--- src/rtl/out_port_uart_tx.sv ---
// out_port_uart_tx
//   Serial back end for the memory-mapped output port. Every accepted port
//   write is queued in a small FIFO and then sent on tx as an 8N1 frame:
//   one low start bit, WIDTH data bits LSB first, one high stop bit.
//   Each bit lasts CLKS_PER_BIT clocks.
//
// Ports
//   clk      : system clock; all state changes on the rising edge
//   rst      : asynchronous, active-low reset
//   EN       : qualified port write strobe; one push per high cycle
//   DataIn   : byte to enqueue
//   tx       : registered serial output, high when idle
//   busy     : FIFO not empty, or a frame is in progress
//   full     : FIFO holds FIFO_DEPTH entries
//   count    : current FIFO occupancy
//   overflow : sticky flag, set when a write arrives while the FIFO is full
module out_port_uart_tx #(
  parameter int WIDTH        = 8,
  parameter int CLKS_PER_BIT = 16,
  parameter int FIFO_DEPTH   = 4
) (
  input  logic                          clk,
  input  logic                          rst,
  input  logic                          EN,
  input  logic [WIDTH-1:0]              DataIn,
  output logic                          tx,
  output logic                          busy,
  output logic                          full,
  output logic [$clog2(FIFO_DEPTH):0]   count,
  output logic                          overflow
);

  localparam int PTR_W  = $clog2(FIFO_DEPTH);
  localparam int CNT_W  = PTR_W + 1;
  localparam int BAUD_W = $clog2(CLKS_PER_BIT);
  localparam int BIT_W  = (WIDTH > 1) ? $clog2(WIDTH) : 1;

  localparam logic [BAUD_W-1:0] BAUD_LAST = BAUD_W'(CLKS_PER_BIT - 1);
  localparam logic [BIT_W-1:0]  BIT_LAST  = BIT_W'(WIDTH - 1);
  localparam logic [CNT_W-1:0]  CNT_FULL  = CNT_W'(FIFO_DEPTH);

  typedef enum logic [1:0] {S_IDLE, S_START, S_DATA, S_STOP} state_t;

  state_t             r_state, w_state_nxt;
  logic [WIDTH-1:0]   r_mem [FIFO_DEPTH];
  logic [PTR_W-1:0]   r_wptr, r_rptr;
  logic [CNT_W-1:0]   r_count;
  logic [BAUD_W-1:0]  r_baud, w_baud_nxt;
  logic [BIT_W-1:0]   r_bit, w_bit_nxt;
  logic [WIDTH-1:0]   r_shift, w_shift_nxt;
  logic               r_tx, w_tx_nxt;
  logic               r_overflow;
  logic               w_full, w_push, w_pop, w_baud_end;

  // full comes from the registered count, so a push that lands while full is
  // rejected even if the transmitter frees a slot on the same edge.
  assign w_full     = (r_count == CNT_FULL);
  assign w_push     = EN & ~w_full;
  assign w_baud_end = (r_baud == BAUD_LAST);

  // FIFO storage carries no reset; only pointers and occupancy matter.
  always_ff @(posedge clk) begin
    if (w_push) r_mem[r_wptr] <= DataIn;
  end

  always_ff @(posedge clk or negedge rst) begin
    if (!rst) begin
      r_wptr     <= '0;
      r_rptr     <= '0;
      r_count    <= '0;
      r_overflow <= 1'b0;
    end else begin
      if (w_push) r_wptr <= r_wptr + 1'b1;
      if (w_pop)  r_rptr <= r_rptr + 1'b1;
      case ({w_push, w_pop})
        2'b10:   r_count <= r_count + 1'b1;
        2'b01:   r_count <= r_count - 1'b1;
        default: r_count <= r_count;
      endcase
      if (EN && w_full) r_overflow <= 1'b1;
    end
  end

  always_ff @(posedge clk or negedge rst) begin
    if (!rst) begin
      r_state <= S_IDLE;
      r_baud  <= '0;
      r_bit   <= '0;
      r_shift <= '0;
      r_tx    <= 1'b1;
    end else begin
      r_state <= w_state_nxt;
      r_baud  <= w_baud_nxt;
      r_bit   <= w_bit_nxt;
      r_shift <= w_shift_nxt;
      r_tx    <= w_tx_nxt;
    end
  end

  always_comb begin
    w_state_nxt = r_state;
    w_baud_nxt  = r_baud;
    w_bit_nxt   = r_bit;
    w_shift_nxt = r_shift;
    w_pop       = 1'b0;
    case (r_state)
      S_IDLE: begin
        if (r_count != '0) begin
          w_pop       = 1'b1;
          w_shift_nxt = r_mem[r_rptr];
          w_baud_nxt  = '0;
          w_state_nxt = S_START;
        end
      end
      S_START: begin
        if (w_baud_end) begin
          w_baud_nxt  = '0;
          w_bit_nxt   = '0;
          w_state_nxt = S_DATA;
        end else begin
          w_baud_nxt = r_baud + 1'b1;
        end
      end
      S_DATA: begin
        if (w_baud_end) begin
          w_baud_nxt  = '0;
          w_shift_nxt = r_shift >> 1;
          if (r_bit == BIT_LAST) begin
            w_state_nxt = S_STOP;
          end else begin
            w_bit_nxt = r_bit + 1'b1;
          end
        end else begin
          w_baud_nxt = r_baud + 1'b1;
        end
      end
      S_STOP: begin
        if (w_baud_end) begin
          w_baud_nxt  = '0;
          w_state_nxt = S_IDLE;
        end else begin
          w_baud_nxt = r_baud + 1'b1;
        end
      end
      default: begin
        w_state_nxt = S_IDLE;
      end
    endcase
  end

  // tx is registered from the state being entered, so the line level lines up
  // exactly with the state boundaries instead of lagging one cycle behind.
  always_comb begin
    w_tx_nxt = 1'b1;
    case (w_state_nxt)
      S_START: w_tx_nxt = 1'b0;
      S_DATA:  w_tx_nxt = w_shift_nxt[0];
      default: w_tx_nxt = 1'b1;
    endcase
  end

  assign tx       = r_tx;
  assign busy     = (r_state != S_IDLE) | (r_count != '0);
  assign full     = w_full;
  assign count    = r_count;
  assign overflow = r_overflow;

endmodule

--- config.mk ---
export PLATFORM = sky130hd
export DESIGN_NAME = out_port_uart_tx
export DESIGN_NICKNAME = d
export VERILOG_FILES = /design/src/rtl/out_port_uart_tx.sv
export SDC_FILE = /design/constraint.sdc
export NUM_CORES = 1
export LEC_CHECK = 0
export ABC_AREA = 1
export CORE_UTILIZATION = 50
export CTS_CLUSTER_DIAMETER = 200
export DETAILED_ROUTE_END_ITERATION = 8
export PLACE_DENSITY = 0.7
export SLEW_MARGIN = 5
export SYNTH_ARGS = -nofsm -noshare
export SYNTH_HDL_FRONTEND = slang
export SYNTH_SLANG_ARGS = --single-unit
--- constraint.sdc ---
create_clock -name clk -period 3.2 [get_ports clk]
set_clock_uncertainty 0.2 [all_clocks]
set_input_delay 0.32 -clock clk [delete_from_list [all_inputs] [get_ports clk]]
set_output_delay 0.32 -clock clk [all_outputs]
set_load 0.02 [all_outputs]
==> impl_summary.md <==
Status
The flow ran to the end, and the final reports show no timing, DRC or antenna violations.

Yosys
The distinct cell type count of the synthesized netlist is 30. The cell area after technology mapping is ~0.0026 mm2. The top cell type by total area after synthesis is sky130_fd_sc_hd__edfxtp_1. The average instance in the mapped netlist occupies 10.7 um2. In the synthesized netlist the dominant register cell turns out to be sky130_fd_sc_hd__edfxtp_1. In the synthesized netlist the async set-or-reset flop fraction comes to 44.8%. In this run, synthesis inferred 32 flip-flops with an integrated enable. The count of yosys warnings during synthesis is 0.

In this run, synthesis produced a sequential element count of 58. Synthesis produced a netlist with a net count of 261. By area the synthesized netlist is led by sky130_fd_sc_hd__edfxtp_1 (37%), sky130_fd_sc_hd__dfrtp_1 (24%), sky130_fd_sc_hd__nand2_1 (7.0%). The commonest cells after synthesis are sky130_fd_sc_hd__nand2_1 (48), sky130_fd_sc_hd__edfxtp_1 (32), sky130_fd_sc_hd__inv_1 (27). Of the post-synthesis cell area, the dominant cell type holds 37.2%.

The most common cell in the synthesized netlist is sky130_fd_sc_hd__nand2_1. The sequential share of the synthesized area is 62.4%. The synthesized instance count is 241.

Drt
The number of vias per cell after detailed routing is 5.07. The remaining routing DRC violations is 0. The first-pass detailed-route iteration total is 4. The via count is 1712. The final layout contains routed wiring with a total length of ~4500 um. After the first detailed-routing iteration, the DRC count stood at 63. The count of nets left with antenna violations once routing finished came out at 0. The routed wirelength normalized by instance count is 13.3 um.

Placement
The worst setup timing slack at the placement stage is 0.806 ns. Summed over all nets, the half-perimeter wirelength after detailed placement is around 3000 um. Routability-driven placement finished with a final weighted congestion of 0.778.

Buffers placed on the I/O ports in this run total 17.

Clocking
The clock transition at the registers of the reported paths is 0.06 ns. The clock buffer count from CTS is 9. After clock tree synthesis, the setup repair step added 0 buffers.

TritonCTS built the clock tree. The cell sitting at the root of the clock tree is a sky130_fd_sc_hd__clkbuf_8. CTS saw 58 sinks.

The number of buffers between clock root and the deepest sink is 2. The latest clock arrival within the worst-skew pair is 0.34 ns. The hold buffer count at CTS is 0. The clock tree synthesis step divided the H-tree into 3 levels. The number of instances resized during post-cts repair is 0.

Hold path
The tightest min-delay check is of the in2async type.

Pwr
The static power due to leakage is 1.29 nW. Dividing total power by cell area gives a power density of roughly 670 mW/mm2. The completed layout was analyzed and its total power is 2.03 mW. VDD sags by at most 0.477 mV.

Floorplan
The floorplan has 25 rows. The floorplan step defined a die boundary enclosing 0.00546 mm2. The width of the chip is roughly 74 um. The die boundary height is ~74 um. After floorplanning, the core was sized to cover 0.00485 mm2. The initial utilization of the core area, before any placement, comes to 53.3%. 18 I/O pins were placed.

Critical path
The cell that appears most often on the critical path is sky130_fd_sc_hd__nand2_1. The critical path goes through nor2_4, nand2_1, nand2_1, ha_1, inv_1, fa_1, a21oi_1, o21ai_0, xor2_1. The maximum fanout along the worst path is 8. The register-to-register setup slack is 0.93 ns.

The end of the worst register-to-register path is count[2]. At the worst endpoint, the arrival time is 2.28 ns. At the worst endpoint, the required time is 3.21 ns.

The startpoint type of the worst setup path is a register. The worst register-to-register path has a depth of 9. The cell with the largest stage delay on the worst path is sky130_fd_sc_hd__dfrtp_1. Grouping stages by cell kind, the critical path spends the most delay in adder cells.

The number of buffers and inverters on the critical path is 1. In this run the critical register-to-register path is launched from count[1]. STA classifies the critical path endpoint as a register. The kind of critical path is reg2reg. The largest single stage delay on the critical path is 0.43 ns.

Timing
For the pin with the worst max-slew slack, the measured transition is about 0.74 ns. The smallest clock period supported by the final layout is computed as 2.27 ns. The least setup slack across all paths after layout is between 0.9 and 1 ns.

Setup repair after global routing left no endpoint under its margin. In the final timing run, aggregate negative setup slack is 0 ns. Based on the critical path, the design can be clocked at up to around 440 MHz. The number of pins exceeding their max-slew limit in the final report is 0. The total count of hold-check failures in the final report is 0. Setup violations remaining at the end of the flow were counted as 0.

The final worst hold slack is between 0.1 and 0.15 ns. The worst max-slew margin expressed relative to the limit is 50.4%. Dividing the final minimum period by the clock period gives between 70% and 80%.

Layout
The area overhead of the layout relative to synthesis is 17.0%. The multi-input logic area is 813 um2. The count of nets after finishing is roughly 290.

Summing all flip-flop and latch instances after layout gives 0.00161 mm2. The share of layout cells above drive strength 1 is 12.2%. The fraction of the core area covered by cells at the end of the flow is between 60 and 70%.

After filler insertion, the fill cell instance count of the layout stands at 403. The number of antenna diodes in the final layout is 0.

Job
The tool flagged a number of max-cap violations equal to 0.

GRT
The initial antenna violation count is 0. The total routing usage reported by global routing is 18.9%. After global routing the overflow that remains totals 0.

Entering global routing, the biggest net connects 27 pins. The first global-routing pass estimated 7190 um of wire. The via count of the first global-routing pass is approximately 1600.
==> worst register-to-register path: stages (launching register included) <==
cell and delay (ns):
sky130_fd_sc_hd__dfrtp_1 0.43, sky130_fd_sc_hd__nor2_4 0.15, sky130_fd_sc_hd__nand2_1 0.08, sky130_fd_sc_hd__nand2_1 0.23, sky130_fd_sc_hd__ha_1 0.21, sky130_fd_sc_hd__inv_1 0.07, sky130_fd_sc_hd__fa_1 0.37, sky130_fd_sc_hd__a21oi_1 0.14
sky130_fd_sc_hd__o21ai_0 0.11, sky130_fd_sc_hd__xor2_1 0.15
==> routing by layer <==
layer | track usage (%) | vias up | share of wire [%]
met5 | 0 | - | 0
met4 | 11.5 | 0 | 2.4
met3 | 4.12 | 8 | 3.2
met2 | 28.5 | 28 | 46
met1 | 25.0 | 824 | 48
li1 | - | 852 | -
==> report_power, final <==
group | internal, mW | switching [mW] | leakage (nW)
Combinational | 0.138 | 0.208 | 0.583
Clock | 0.433 | 0.284 | 0.104
Sequential | 0.914 | 0.0538 | 0.607
Total | 1.48 | 0.545 | 1.29
==> cell families after synthesis <==
| group | after synthesis | synth area share [%] |
|---|---|---|
| multiplexers | 1 | 0.387 |
| AO/OA/AOI/OAI | 34 | 7.51 |
| flip-flops | 58 | 62.4 |
| AND/OR/NAND/NOR | 98 | 17.2 |
| adder cells (fa/ha/maj) | 9 | 4.65 |
| buffers and inverters | 36 | 6.10 |
| XOR/XNOR | 5 | 1.69 |
==> how the worst max path moves through the flow <==
stage / end / depth (start not counted) / startpoint / slack [ns]
2_1_floorplan: count[2] / 9 / count[1] / 1.02
3_3_place_gp: count[2] / 8 / EN / 0.89
3_5_place_dp: count[2] / 8 / EN / 0.81
4_1_cts: count[2] / 9 / count[1] / 0.90
5_1_grt: count[2] / 9 / count[1] / 0.78
6_report: count[2] / 9 / count[1] / 0.93
==> stage by stage <==
step / cell area, um2 / cells
6_report: 3020 / 338
5_1_grt: 3020 / 338
3_3_place_gp: 2820 / 322
4_1_cts: 3020 / 338
3_5_place_dp: 2820 / 322
2_1_floorplan: 2580 / 241
==> state kept, by name, summed over array words and instances, names as in the netlist <==
signal and cells:
r_state 2, r_rptr 2, tx 1, r_shift 8, r_wptr 2, r_bit 3, overflow 1, count 3
r_mem 32, r_baud 4
==> cell usage in the layout, fill, tap and decap left out, types with 3 or more instances in the layout <==
cell                              count
sky130_fd_sc_hd__inv_2                3
sky130_fd_sc_hd__nand2_1             48
sky130_fd_sc_hd__nand3_1             13
sky130_fd_sc_hd__clkbuf_8             9
sky130_fd_sc_hd__buf_4                3
sky130_fd_sc_hd__ha_1                 8
sky130_fd_sc_hd__clkdlybuf4s50_1     17
sky130_fd_sc_hd__o21ai_0             20
sky130_fd_sc_hd__edfxtp_1            32
sky130_fd_sc_hd__nand2_2              4
sky130_fd_sc_hd__nor2_4               3
sky130_fd_sc_hd__xor2_1               4
sky130_fd_sc_hd__dfrtp_1             25
sky130_fd_sc_hd__inv_1               27
sky130_fd_sc_hd__nor2_1              25
sky130_fd_sc_hd__o22ai_1              8
==> layout make-up <==
cell class / instances / area share [%]
Tap cell: 67 / 2.77
Clock buffer: 10 / 4.22
Inverter: 30 / 3.72
Timing Repair Buffer: 20 / 6.37
Clock inverter: 6 / 2.69
Sequential cell: 58 / 53.3
Multi-Input combinational cell: 147 / 26.9
No activity file was read; power rests on OpenSTA's default activity.
